==> src/rtl/vecfetch.sv <==
// Interrupt-vector fetch sequencer sharing the $10-$1F register bus with the CPU.
// Fetches the vector bytes for the highest-priority pending source and holds them until acknowledged.
module vecfetch (
  input  logic        clk,
  input  logic        rst,
  input  logic [4:0]  cpu_AD,
  input  logic [7:0]  cpu_DI,
  output logic [7:0]  cpu_DO,
  input  logic        cpu_rw,
  input  logic        cpu_cs,
  output logic        cpu_wait,
  output logic [4:0]  ps_AD,
  output logic [7:0]  ps_DI,
  input  logic [7:0]  ps_DO,
  output logic        ps_rw,
  output logic        ps_cs,
  input  logic        req_irq,
  input  logic        req_swi,
  input  logic        req_nmi,
  input  logic        req_res,
  output logic [3:0]  pend,
  output logic        vec_valid,
  output logic [31:0] vec_addr,
  output logic [1:0]  vec_src,
  input  logic        vec_ack
);

  typedef enum logic [1:0] {S_IDLE, S_FETCH, S_LAST, S_VALID} state_t;

  state_t      state_q, state_d;
  logic [3:0]  pend_q, pend_d;
  logic [1:0]  k_q, k_d;
  logic [1:0]  src_q, src_d;
  logic [31:0] addr_q, addr_d;
  logic        issued_q, issued_d;
  logic [3:0]  req;
  logic [1:0]  sel;

  assign req = {req_res, req_nmi, req_swi, req_irq};

  function automatic logic [4:0] vbase(input logic [1:0] s);
    case (s)
      2'd0:    vbase = 5'h12;
      2'd1:    vbase = 5'h15;
      2'd2:    vbase = 5'h19;
      default: vbase = 5'h1D;
    endcase
  endfunction

  // Index of the final byte: SWI/NMI are 4-byte vectors, IRQ/RES 3-byte.
  function automatic logic [1:0] vlast(input logic [1:0] s);
    vlast = (s == 2'd1 || s == 2'd2) ? 2'd3 : 2'd2;
  endfunction

  always_comb begin
    sel = 2'd0;
    if      (pend_q[3]) sel = 2'd3;
    else if (pend_q[2]) sel = 2'd2;
    else if (pend_q[1]) sel = 2'd1;
  end

  always_comb begin
    state_d  = state_q;
    pend_d   = pend_q;
    k_d      = k_q;
    src_d    = src_q;
    addr_d   = addr_q;
    issued_d = 1'b0;
    ps_AD    = cpu_AD;
    ps_rw    = cpu_rw;
    ps_cs    = cpu_cs;
    cpu_wait = 1'b0;
    // ps_DO is registered, so a byte lands one cycle after its read was issued.
    if (issued_q) addr_d = {addr_q[23:0], ps_DO};
    case (state_q)
      S_IDLE: begin
        if (pend_q != 4'd0 && !cpu_cs) begin
          src_d   = sel;
          addr_d  = 32'd0;
          k_d     = 2'd0;
          state_d = S_FETCH;
        end
      end
      S_FETCH: begin
        ps_AD    = vbase(src_q) + {3'b000, k_q};
        ps_rw    = 1'b1;
        ps_cs    = 1'b1;
        cpu_wait = cpu_cs;
        issued_d = 1'b1;
        if (k_q == vlast(src_q)) state_d = S_LAST;
        else                     k_d = k_q + 2'd1;
      end
      S_LAST: begin
        ps_rw    = 1'b1;
        ps_cs    = 1'b0;
        cpu_wait = cpu_cs;
        state_d  = S_VALID;
      end
      default: begin
        if (vec_ack) begin
          pend_d[src_q] = 1'b0;
          state_d       = S_IDLE;
        end
      end
    endcase
    // A new pulse overrides a same-cycle ack clear.
    pend_d = pend_d | req;
  end

  always_ff @(posedge clk or negedge rst) begin
    if (!rst) begin
      state_q  <= S_IDLE;
      pend_q   <= 4'd0;
      k_q      <= 2'd0;
      src_q    <= 2'd0;
      addr_q   <= 32'd0;
      issued_q <= 1'b0;
    end else begin
      state_q  <= state_d;
      pend_q   <= pend_d;
      k_q      <= k_d;
      src_q    <= src_d;
      addr_q   <= addr_d;
      issued_q <= issued_d;
    end
  end

  assign cpu_DO    = ps_DO;
  assign ps_DI     = cpu_DI;
  assign pend      = pend_q;
  assign vec_valid = (state_q == S_VALID);
  assign vec_addr  = addr_q;
  assign vec_src   = src_q;

endmodule

==> config.mk <==
export PLATFORM = sky130hd
export DESIGN_NAME = vecfetch
export DESIGN_NICKNAME = d
export VERILOG_FILES = /design/src/rtl/vecfetch.sv
export SDC_FILE = /design/constraint.sdc
export NUM_CORES = 1
export LEC_CHECK = 0
export BUFFER_PORTS_ARGS = -buffer_cell sky130_fd_sc_hd__buf_2
export CORE_AREA = 2 2 74 76
export CTS_BUF_LIST = sky130_fd_sc_hd__clkbuf_4
export DETAILED_ROUTE_END_ITERATION = 6
export DIE_AREA = 0 0 76 78
export GPL_TIMING_DRIVEN = 0
export HOLD_SLACK_MARGIN = 0.08
export PLACE_DENSITY = 0.83
export SLEW_MARGIN = 20
export SYNTH_ARGS = -nofsm -noshare
export SYNTH_HDL_FRONTEND = slang
export SYNTH_SLANG_ARGS = --single-unit
export TNS_END_PERCENT = 10
==> constraint.sdc <==
create_clock -name clk -period 1.74 [get_ports clk]
set_input_delay 0 -clock clk [delete_from_list [all_inputs] [get_ports clk]]
set_output_delay 0 -clock clk [all_outputs]
set_load 0.05 [all_outputs]
**Word level (Yosys, flattened, before mapping)**

Cells that the tools add are included.

- Input bits: 30
- Latch bits: 0
- Register bits: 43
- Bits in read-only memories: 0
- Memories: 0
- Output and inout bits: 63
- Bits in writable memories: 0
- Word-level logic and storage cells: 61

- Shifts and indexed selects: 0
- Order comparisons: 2
- Equal/unequal tests: 9
- Add/sub/neg operators: 2
- Muxes and demuxes: 25
- Reduce and logical (&&, ||, !) cells: 14
- Bitwise operators: 3
- Divide/modulo/power cells: 0
- Multiply operators: 0

Operators by type and width:

| kind | count |
|---|---|
| $mux W32 | 3 |
| $mux W2 | 7 |
| $pmux W4 S3 | 1 |
| $mux W5 | 2 |
| $mux W4 | 2 |
| $reduce_bool A4 Y1 | 2 |
| $eq A2 B2 Y1 const B | 3 |
| $mux W1 | 6 |
| $ne A2 B2 Y1 const B | 3 |
| $pmux W2 S3 | 1 |
| $reduce_and A3 Y1 | 2 |
| $add A5 B2 Y5 | 1 |
| $and A4 B4 Y4 | 1 |
| $eq A2 B1 Y1 const B | 2 |
| $logic_not A2 Y1 | 2 |
| $not A4 Y4 | 1 |
| $or A4 B4 Y4 | 1 |
| $pmux W2 S2 | 1 |
| $lt A2 B3 Y1 const B | 1 |
| $reduce_or A3 Y1 | 1 |
| $add A2 B1 Y2 const B | 1 |
| $demux W1 S2 | 1 |
| $eq A2 B2 Y1 | 1 |
| $ge A2 B1 Y1 const B | 1 |
| other kinds (7) | 8 |

**Depth between registers and ports, before layout**

- Depth in word-level cells: 9
- Mapped depth: 7
- Mapped depth without buffers: 7

**Worst setup path after synthesis**

Ideal clock, no wire load.

- Path type: reg-to-output
- From: register src_q[0] (netlist: vec_src[0])
- To: output ps_AD[3]
- Arrival: 2.908 ns
- Data required time: 1.740 ns
- Buffers on the path: 0
- Stages on the path, launching flop included: 7
- Setup slack: -1.168 ns
- Cells stage by stage: dfrtp_1 -> inv_1 -> ha_1 -> ha_1 -> a21oi_1 -> or4b_2 -> a41oi_1

- Longest elaborated chain between the ends: 5
- Elaborated cells between the ends (all ways): 7
- Classes of those cells: 1 x add/sub; 2 x eq/ne; 3 x mux; 1 x reduce/logical

Ends and longest elaborated chain:

| what | line | text |
|---|---|---|
| from (decl) | 33 | `logic [1:0] src_q, src_d;` |
| from (signal assigned) | 122 | `src_q <= src_d;` |
| $eq A2 B2 Y1, or another cell as far along | 42 | `case (s)` |
| $pmux W4 S3 * | 42 |  |
| $mux W5 * | 75 | `case (state_q)` |
| $add A5 B2 Y5 * | 85 | `ps_AD = vbase(src_q) + {3'b000, k_q};` |
| $mux W5 * | 75 |  |
| to (decl) | 12 | `output logic [4:0] ps_AD,` |

Mark *: on every way between the ends. The rest lies on a longest branch, timed or not. The select of a mux whose other input is x is not followed.

**Worst setup path in the final report**

Ends and elaborated chain as after synthesis.

==> metrics <==
slew at the pin closest to its max-slew limit about 0.94 ns; Slew Viols, Final 0; Starting DRT DRC Count 103; status finished, violations left; Skew-Pair Late Insertion Delay about 0.35 ns; post-route clock period utilization 1.28; mean post-synth cell area 11.1 sq um; Antenna diodes 0; Final Hold Fails 0; Fin Clk Skew roughly 0.0098 ns; CTS tree done; Area after DPL 0.00280 sq mm; Netlist Area Pre-Place between 0.002 and 0.0025 sq mm; R2R cell count 5; IO buf count 84; number of top-level pins 93; Max Cap Violations 0; EDFF count, synth 0; min Tclk post-route between 2 and 2.5 ns; DRT antenna net count 0; Yosys cell types 34; Post-Layout Inst Area 0.00317 sq mm; clk sinks 43; die area 0.00593 sq mm; Placer Congestion around 0.77; Vias roughly 1.8k; Die Height approximately 80 microns; layout overhead on the synthesized area 41.4%; LEAKAGE 1.62 nW; CP Data Arrival Time between 2 and 2.5 ns; Post-Synthesis Net Count between 200 and 250; pre-CTS worst setup slack -0.288 ns; worst min path class primary input to flop; RSZ-0062 raised after global routing yes; Post-synth top flop dfrtp_1; power density over the cells about 1900 mW/mm^2; hold endpoint state_q[0]$_DFFE_PN0P_; Reg2Reg Setup Slack roughly 0.02 ns; Core Rows 26; Max FO, Critical Path 4; Clock Tree Buf Depth 2; vias per cell about 4.8; Setup Viol. Count Final 5; Initial Util 0.445; remaining global-route overflow 0; register area share after synthesis 0.480; Slew headroom 0.374; #FFs+latches synth 43; FF-to-FF End pend[1]$_DFF_PN0_; Fill cells 432; Core Area ~0.005 sq mm; largest net degree at the start of global routing 44; Worst setup SP type flop; synth warn 0; hold_sp vec_ack; dpl hpwl between 3000 and 4000 microns; first-pass GRT wire length ~8700 microns; WP data required approximately 1.7 ns; worst setup margin -0.487 ns; DR WL/cell 13.9 microns; DRT Pass-1 Iters 4; GRT Overall Usage 0.182; Critical Path End Type output pin; Max IR drop VDD 1.23 mV; FMAX about 0.45 GHz; final WL roughly 5400 microns; Root Driver clkbuf_4; critical path type flop to output pin; Remaining DRCs 0; layout net count 359; asr flop ratio synth 1.00; H-tree Lvls 2; initial antenna violation count 0; R2R Path Start vec_src[0]$_DFFE_PN0P_; failing checks negative setup slack; share of cells above drive strength 1 0.461; vias in the first global route approximately 1.9k; Num CTS Buffers 5; cell count after synthesis about 200; Die W between 70 and 80 microns; hold path cells 5; CTS clk-pin slew, worst paths 0.12 ns
-- area by class of cell --
cell class / count / area [sq um] / share of cell area
plain buffers: 24 / 168 / 0.0528
inverters: 7 / 26.3 / 0.00828
clock inverters: 3 / 20.0 / 0.00631
repair buffers: 107 / 682 / 0.215
clock buffers: 5 / 37.5 / 0.0118
flip-flops and latches: 43 / 1080 / 0.340
multi-input cells: 128 / 1070 / 0.338
well taps: 70 / 87.6 / 0.0276
-- stage by stage --
| stage | setup TNS, ns | util | hold slack (ns) | instances | total power [mW] |
|---|---|---|---|---|---|
| after floorplan | -0.896 | - | -0.296 | 202 | 4.56 |
| after global placement | -0.619 | 0.554 | 0.181 | 356 | 5.28 |
| after detailed placement | -0.862 | 0.554 | 0.183 | 356 | 5.36 |
| after CTS | -1.76 | 0.614 | 0.226 | 384 | 6.01 |
| after global routing | -2.29 | 0.629 | 0.247 | 387 | 6.49 |
| final | -1.80 | 0.629 | 0.246 | 387 | 6.13 |
-- layer usage --
| metal | track usage | up-vias | wire [microns] |
|---|---|---|---|
| li1 | - | 893 | - |
| met1 | 0.207 | 874 | 2150 |
| met2 | 0.348 | 71 | 2950 |
| met3 | 0.0233 | 11 | 218 |
| met4 | 0.0709 | 0 | 75 |
| met5 | 0 | - | 0 |
-- how the worst max path moves through the flow --
stage	start	endpoint	slack, ns	cells after the start
6_report	vec_src[0]$_DFFE_PN0P_	ps_AD[3]	-0.49	7
4_1_cts	vec_src[0]$_DFFE_PN0P_	ps_AD[3]	-0.54	7
2_1_floorplan	vec_src[1]$_DFFE_PN0P_	ps_AD[3]	-0.34	6
3_5_place_dp	vec_src[1]$_DFFE_PN0P_	ps_AD[3]	-0.29	7
5_1_grt	vec_src[0]$_DFFE_PN0P_	ps_AD[2]	-0.55	8
3_3_place_gp	vec_src[0]$_DFFE_PN0P_	ps_AD[3]	-0.23	7
-- cell usage after synthesis (3+ instances only) --
cell      n  area share
ha_1     12       0.067
a21oi_1   5       0.011
dfrtp_1  43        0.48
nor2_1   40       0.067
nand2_1   3      0.0050
buf_2     6       0.013
nand3_1   5       0.011
inv_1     7       0.012
mux2i_1  34        0.15
buf_4    16       0.054
a21o_1    4       0.013
mux2_2    5       0.025
-- worst max-delay path: stages, from the launching register on --
cell	delay [ns]
dfrtp_2	0.41
inv_2	0.06
ha_4	0.17
ha_1	0.27
a21oi_1	0.10
or4b_4	0.52
a41oi_4	0.17
buf_6	0.19
-- repair_timing --
item | CTS | global route
pin swaps | 1 | 3
resized for setup | 17 | 12
endpoints found under the hold margin | 58 | 0
buffers inserted | 2 | 3
setup endpoints to repair | 8 | 40
hold buffers | 18 | 0
-- power breakdown --
group	internal (mW)	leakage, nW	switching (mW)
Combinational	1.28	1.05	2.66
Sequential	1.38	0.544	0.331
Clock	0.155	0.0272	0.328
Total	2.81	1.62	3.32
-- placed cells by master (no fill, tap or decap), drive strengths merged --
cell         netlist  final
a21o               4      4
a21oi              5      5
a311oi             1      1
a31oi              1      1
a41oi              1      1
and2               1      1
buf               23    112
clkbuf             1      6
clkinv             0      1
clkinvlp           0      2
dfrtp             43     43
dlygate4sd3        0     18
fa                 1      1
ha                12     12
inv                7      7
mux2               5      5
mux2i             34     34
nand2              3      3
nand3              5      5
nand4              1      1
nor2              40     40
nor3               1      1
nor3b              2      2
nor4               1      1
o21ai              2      2
o21ba              1      1
o21bai             1      1
o22ai              1      1
or2                1      1
or3b               1      1
or4b               1      1
xnor2              1      1
xor2               1      1
-- flip-flops by register name, indices dropped and copies added, names as in the netlist --
register and cells:
issued_q 1, k_q 2, pend 4, state_q 2, vec_addr 32, vec_src 2
-- cell families after synthesis --
kind of cell	Yosys count	synth area share
mux	39	0.177
fa+ha+maj	13	0.0758
flops	43	0.480
buf+inv	31	0.0820
compound gates	17	0.0547
simple gates	57	0.123
xor+xnor	2	0.00781
Power figures use the tool's default switching activity.
